`src/rtl/imply_drain.sv`:
```
// Imply-stack drain controller: pops implications, checks them against the variable
// assignment table, forwards new ones to trail/BCP and flags contradictions.
module imply_drain #(
    parameter int NUM_VARIABLE = 128,
    parameter int VAR_W        = 9
) (
    input  logic             clock,
    input  logic             reset,
    input  logic             start,
    input  logic             unassign,
    input  logic [VAR_W-1:0] unassign_var,
    output logic             stk_en,
    output logic             stk_rw,
    input  logic             stk_empty,
    input  logic [VAR_W-1:0] stk_var,
    input  logic             stk_val,
    output logic             trail_push,
    output logic [VAR_W-1:0] trail_var,
    output logic             trail_val,
    output logic             bcp_valid,
    output logic [VAR_W-1:0] bcp_var,
    output logic             bcp_val,
    input  logic             bcp_ready,
    output logic             busy,
    output logic             done,
    output logic             conflict,
    output logic [VAR_W-1:0] conflict_var
);

    localparam int IDX_W = (NUM_VARIABLE > 1) ? $clog2(NUM_VARIABLE) : 1;

    typedef enum logic [2:0] {
        S_IDLE,
        S_POP,
        S_LATCH,
        S_CHECK,
        S_BCP,
        S_CONFLICT
    } state_t;

    state_t                  state_q, state_d;
    logic [NUM_VARIABLE-1:0] assigned_q, assigned_d;
    logic [NUM_VARIABLE-1:0] value_q, value_d;
    logic [VAR_W-1:0]        lat_var_q, lat_var_d;
    logic                    lat_val_q, lat_val_d;
    logic [VAR_W-1:0]        out_var_q, out_var_d;
    logic                    out_val_q, out_val_d;
    logic [VAR_W-1:0]        conflict_var_q, conflict_var_d;
    logic                    stk_en_q, stk_en_d;
    logic                    trail_push_q, trail_push_d;
    logic                    bcp_valid_q, bcp_valid_d;
    logic                    busy_q, busy_d;
    logic                    done_q, done_d;
    logic                    conflict_q, conflict_d;

    logic                    go_pop;
    logic                    lat_in_range;
    logic                    uns_in_range;
    logic [IDX_W-1:0]        lat_idx;
    logic [IDX_W-1:0]        uns_idx;

    assign lat_in_range = (lat_var_q < VAR_W'(NUM_VARIABLE));
    assign uns_in_range = (unassign_var < VAR_W'(NUM_VARIABLE));
    assign lat_idx      = lat_var_q[IDX_W-1:0];
    assign uns_idx      = unassign_var[IDX_W-1:0];

    always_comb begin
        state_d        = state_q;
        assigned_d     = assigned_q;
        value_d        = value_q;
        lat_var_d      = lat_var_q;
        lat_val_d      = lat_val_q;
        out_var_d      = out_var_q;
        out_val_d      = out_val_q;
        conflict_var_d = conflict_var_q;
        conflict_d     = conflict_q;
        bcp_valid_d    = bcp_valid_q;
        stk_en_d       = 1'b0;
        trail_push_d   = 1'b0;
        done_d         = 1'b0;
        go_pop         = 1'b0;

        // Unassign is applied first so a same-edge CHECK assignment overrides it.
        if (unassign && uns_in_range) begin
            assigned_d[uns_idx] = 1'b0;
        end

        case (state_q)
            S_IDLE: begin
                if (start) go_pop = 1'b1;
            end
            S_POP: begin
                if (!stk_en_q) begin
                    done_d  = 1'b1;
                    state_d = S_IDLE;
                end else begin
                    state_d = S_LATCH;
                end
            end
            S_LATCH: begin
                lat_var_d = stk_var;
                lat_val_d = stk_val;
                state_d   = S_CHECK;
            end
            S_CHECK: begin
                if (!lat_in_range) begin
                    go_pop = 1'b1;
                end else if (assigned_q[lat_idx]) begin
                    if (value_q[lat_idx] == lat_val_q) begin
                        go_pop = 1'b1;
                    end else begin
                        conflict_d     = 1'b1;
                        conflict_var_d = lat_var_q;
                        state_d        = S_CONFLICT;
                    end
                end else begin
                    assigned_d[lat_idx] = 1'b1;
                    value_d[lat_idx]    = lat_val_q;
                    out_var_d           = lat_var_q;
                    out_val_d           = lat_val_q;
                    trail_push_d        = 1'b1;
                    bcp_valid_d         = 1'b1;
                    state_d             = S_BCP;
                end
            end
            S_BCP: begin
                if (bcp_ready) begin
                    bcp_valid_d = 1'b0;
                    go_pop      = 1'b1;
                end
            end
            S_CONFLICT: begin
                if (start) begin
                    conflict_d = 1'b0;
                    go_pop     = 1'b1;
                end
            end
            default: state_d = S_IDLE;
        endcase

        // stk_en is registered, so emptiness is sampled on the edge entering POP;
        // POP then treats a deasserted stk_en as "stack was empty".
        if (go_pop) begin
            state_d  = S_POP;
            stk_en_d = !stk_empty;
        end

        busy_d = (state_d != S_IDLE) && (state_d != S_CONFLICT);
    end

    always_ff @(posedge clock) begin
        if (reset) begin
            state_q        <= S_IDLE;
            assigned_q     <= '0;
            value_q        <= '0;
            lat_var_q      <= '0;
            lat_val_q      <= 1'b0;
            out_var_q      <= '0;
            out_val_q      <= 1'b0;
            conflict_var_q <= '0;
            stk_en_q       <= 1'b0;
            trail_push_q   <= 1'b0;
            bcp_valid_q    <= 1'b0;
            busy_q         <= 1'b0;
            done_q         <= 1'b0;
            conflict_q     <= 1'b0;
        end else begin
            state_q        <= state_d;
            assigned_q     <= assigned_d;
            value_q        <= value_d;
            lat_var_q      <= lat_var_d;
            lat_val_q      <= lat_val_d;
            out_var_q      <= out_var_d;
            out_val_q      <= out_val_d;
            conflict_var_q <= conflict_var_d;
            stk_en_q       <= stk_en_d;
            trail_push_q   <= trail_push_d;
            bcp_valid_q    <= bcp_valid_d;
            busy_q         <= busy_d;
            done_q         <= done_d;
            conflict_q     <= conflict_d;
        end
    end

    assign stk_en       = stk_en_q;
    assign stk_rw       = 1'b0;
    assign trail_push   = trail_push_q;
    assign trail_var    = out_var_q;
    assign trail_val    = out_val_q;
    assign bcp_valid    = bcp_valid_q;
    assign bcp_var      = out_var_q;
    assign bcp_val      = out_val_q;
    assign busy         = busy_q;
    assign done         = done_q;
    assign conflict     = conflict_q;
    assign conflict_var = conflict_var_q;

endmodule
```
`config.mk`:
```
export PLATFORM = sky130hd
export DESIGN_NAME = imply_drain
export DESIGN_NICKNAME = d
export VERILOG_FILES = /design/src/rtl/imply_drain.sv
export SDC_FILE = /design/constraint.sdc
export NUM_CORES = 1
export LEC_CHECK = 0
export CORE_ASPECT_RATIO = 0.7
export CORE_MARGIN = 1
export CORE_UTILIZATION = 48
export CTS_CLUSTER_DIAMETER = 60
export DETAILED_ROUTE_END_ITERATION = 10
export GPL_ROUTABILITY_DRIVEN = 0
export PLACE_DENSITY_LB_ADDON = 0.25
export SYNTH_ARGS = -nofsm -noshare
export SYNTH_HDL_FRONTEND = slang
export SYNTH_SLANG_ARGS = --single-unit
```
`constraint.sdc`:
```
create_clock -name clock -period 3.6 [get_ports clock]
set_input_delay 0.54 -clock clock [delete_from_list [all_inputs] [get_ports clock]]
set_output_delay 0.54 -clock clock [all_outputs]
set_load 0.005 [all_outputs]
```
==> impl_metrics.json <==
{
  "syn_area_per_cell_um2": 9.29,
  "portBuffers": 59,
  "pin_count": 61,
  "p_sw_frac": 0.216,
  "pre_cts_ws_ns": 0.226,
  "drive_gt1_frac": 0.128,
  "period_minus_slack_ns": 3.49,
  "die_y_um": 141,
  "clk_pin_slew_worst_paths_ns": 0.06,
  "p_leak_uw": 0.00599,
  "rsz0062_at_grt": "false",
  "status": "finished, final reports clean",
  "cp.arrival_ns": 3.90,
  "post_drt_wl_per_cell_um": 23.7,
  "peakVddDrop_mv": 0.358,
  "setup_viol": 0,
  "numCtsBuffers": 28,
  "async_flop_share": 0,
  "slowest_delay_ns": 0.50,
  "die_w_um": 200,
  "start_util": 0.492,
  "synth-edff-count": 0,
  "core_area_mm2": 0.0268,
  "p_int_uw": 5170,
  "grt_max_degree": 135,
  "r2r_slack_ns": 0.11,
  "worstPathCellList": "buf_4 -> nor2b_1 -> buf_4 -> a222oi_1 -> o32a_1 -> nor2_1 -> o41a_1 -> a211oi_4 -> buf_12 -> buf_12 -> nand3_1 -> mux2i_1 -> nor2_1",
  "period_share": 0.969,
  "tns_ns": 0,
  "path_buf_inv": 4,
  "antenna_found_initial": 0,
  "slew_headroom": 0.253,
  "grt_pass1_wl_mm": 66.4,
  "antenna_left": 0,
  "setup_slack_ns": 0.111,
  "syn_nets": 1445,
  "gr-total-overflow": 0,
  "drc": 0,
  "dpl.cell_count": 1785,
  "root_buffer": "clkbuf_16",
  "first_global_vias": 10800,
  "cts_tree": "yes",
  "via_count": 11600,
  "dp_hpwl_mm": 28.5,
  "post_drt_via_cell_ratio": 6.33,
  "finish.net_count": 1476,
  "place_area_mm2": 0.0144,
  "share_comb_of_total_power": 0.026,
  "drt_iter0_drc": 1566,
  "cpMaxStageDelayCell": "dfxtp_4",
  "die-area_mm2": 0.0282,
  "max-cap-violations": 0,
  "max_freq_ghz": 0.287,
  "area_growth_pct": 16.5,
  "hold_ws_ns": 0.439,
  "ys_seq_area_frac": 0.446,
  "syn-cell-area_mm2": 0.0132,
  "drv_slew": 0,
  "seq_power_share": 0.494,
  "nFillCells": 2389,
  "clk_path_buf_depth": 3,
  "critical_path_class": "reg -> reg",
  "path_delay_family": "compound AO/OA/AOI/OAI gates",
  "synth_ff_type": "dfxtp_1",
  "power_density_mw_per_mm2": 429,
  "start_kind": "flip-flop",
  "track_usage": 0.305,
  "crit_path_max_fanout": 24,
  "num_rows": 50,
  "clkLatencyLatePin_ns": 0.57,
  "critPathRequiredTime_ns": 4.01,
  "routed_wirelength_mm": 43.5,
  "clockPowerShare": 0.480,
  "yosys_warnings": 0,
  "synth_cell_type_count": 55,
  "htree_num_levels": 1,
  "fin_area_mm2": 0.0154,
  "min_path_type": "reg -> reg",
  "worstMarginPinSlew_ns": 1.12,
  "ys_seq_elements": 294,
  "hold_viol_final": 0,
  "first_pass_iters": 6,
  "p_switching_uw": 1420,
  "finClkSkew_ns": 0.0176,
  "synthCells": 1420,
  "end_kind": "flip-flop",
  "stdcell_count": 1837,
  "cts_sinks": 294
}
repair_timing:
| action | 4_1_cts | 5_1_grt |
|---|---|---|
| setup endpoints to repair | 0 | 18 |
| gates resized for setup | 0 | 4 |
| hold buffers | 0 | 0 |
| buffers inserted | 0 | 0 |
Yosys cell counts, types with 2 or more instances:
cell	instances	area [um2]
o311ai_0	2	17.5
nor2b_1	13	81.3
clkinv_1	2	7.51
nor3_2	2	20.0
nor3_1	3	15.0
a311oi_1	2	17.5
a31oi_1	4	25.0
o221ai_1	3	26.3
a21oi_1	147	736
nand3_1	140	701
dfxtp_1	294	5890
o2bb2ai_1	3	26.3
a221oi_1	12	105
nor3b_1	2	15.0
nor2_1	194	728
xnor2_1	2	17.5
o21ai_0	143	716
buf_4	14	105
a222oi_1	3	30.0
a22oi_1	13	97.6
mux2i_1	166	1660
and2_1	9	56.3
nand2_1	26	97.6
nand2b_1	8	50.1
mux4_2	43	968
inv_1	5	18.8
a211o_1	4	35.0
a22o_1	2	17.5
nor4_1	4	25.0
a21bo_2	2	20.0
buf_2	15	75.1
a211oi_1	2	15.0
mux2_2	15	169
clkbuf_1	83	312
buf_1	11	41.3
buf_6	2	22.5
a221o_1	3	30.0
o211ai_1	3	22.5
and3b_1	3	26.3
cell type report:
class	instances	area, um2	area share
diodes	1	2.50	0.000163
clock buffers	41	821	0.0534
clock inverters	10	156	0.0102
inverters	8	30.0	0.00195
multi-input cells	993	6760	0.440
flip-flops and latches	294	5900	0.384
well taps	364	455	0.0296
repair buffers	126	1250	0.0814
worst register-to-register path, cell delays in order (launching register included):
cell and delay, ns:
dfxtp_4 0.50, buf_4 0.19, nor2b_1 0.09, buf_4 0.17
a222oi_1 0.47, o32a_1 0.23, nor2_1 0.04, o41a_1 0.43
a211oi_4 0.40, buf_12 0.22, buf_12 0.15, nand3_1 0.17
mux2i_1 0.21, nor2_1 0.06
routing by layer:
layer | global-route usage | part of all wire | vias to the layer above
met5 | 0 | 0 | -
met4 | 0.0765 | 0.028 | 0
met3 | 0.0730 | 0.13 | 93
met2 | 0.427 | 0.40 | 726
met1 | 0.463 | 0.44 | 5605
li1 | - | - | 5205
kinds of logic after synthesis:
group / count (synthesis) / share of synthesized area
AO/OA/AOI/OAI: 355 / 0.152
XOR/XNOR: 2 / 0.00133
buffers and inverters: 133 / 0.0444
flip-flops: 294 / 0.446
multiplexers: 225 / 0.214
other: 1 / 0.000284
AND/OR/NAND/NOR: 410 / 0.142
sequential cells by signal, summed over array words and instances, names as in the netlist:
| name | cells |
|---|---|
| assigned_q | 128 |
| value_q | 128 |
| bcp_var | 9 |
| conflict_var | 9 |
| lat_var_q | 9 |
| state_q | 3 |
| bcp_val | 1 |
| bcp_valid | 1 |
| busy | 1 |
| conflict | 1 |
| done | 1 |
| lat_val_q | 1 |
| stk_en | 1 |
| trail_push | 1 |
placed cells by master, fill, tap and decap left out, types with 3 or more instances in the layout:
cell             Yosys  final
mux4_2              43     43
a211o_1              4      4
clkbuf_1            83      7
clkbuf_16            0     29
dfxtp_4              0      3
o211ai_1             3      3
clkdlybuf4s50_1      0     58
a31oi_1              4      4
and2_1               9      9
nand3_1            140    140
a21oi_1            147    147
a221o_1              3      3
a222oi_1             3      3
mux2_2              15     15
clkbuf_8             0      6
nor2b_1             13     12
buf_12               0     12
a221oi_1            12     11
mux2i_1            166    166
clkinv_2             0      4
buf_4               14     54
nand2_1             26     26
nor3_1               3      3
o21ai_0            143    143
nor2_1             194    194
a22oi_1             13     13
dfxtp_1            294    290
and3b_1              3      3
nand2b_1             8      8
o2bb2ai_1            3      3
bufinv_16            0      4
o221ai_1             3      3
inv_1                5      5
through the flow:
stage / util / total power, uW
after floorplan: - / 3420
after global placement: 0.536 / 3500
after detailed placement: 0.536 / 3500
after CTS: 0.572 / 6600
after global routing: 0.573 / 6760
final: 0.573 / 6590
worst paths after layout:
check / cells after the start / from / endpoint
max reg2reg: 13 / lat_var_q[2]$_SDFFE_PP0P_ / value_q[64]$_SDFFE_PP0P_
max: 13 / lat_var_q[2]$_SDFFE_PP0P_ / value_q[64]$_SDFFE_PP0P_
min: 1 / stk_en$_SDFF_PP0_ / done$_SDFF_PP0_
min reg2reg: 1 / stk_en$_SDFF_PP0_ / done$_SDFF_PP0_
power by group through the flow:
stage / clock, uW / sequential, uW / combinational (uW)
floorplan: 0 / 3330 / 86.5
global placement: 0 / 3330 / 164
detailed placement: 0 / 3330 / 164
CTS: 3180 / 3260 / 164
global route: 3320 / 3260 / 177
finish: 3160 / 3260 / 169
Power figures use the tool's default switching activity.
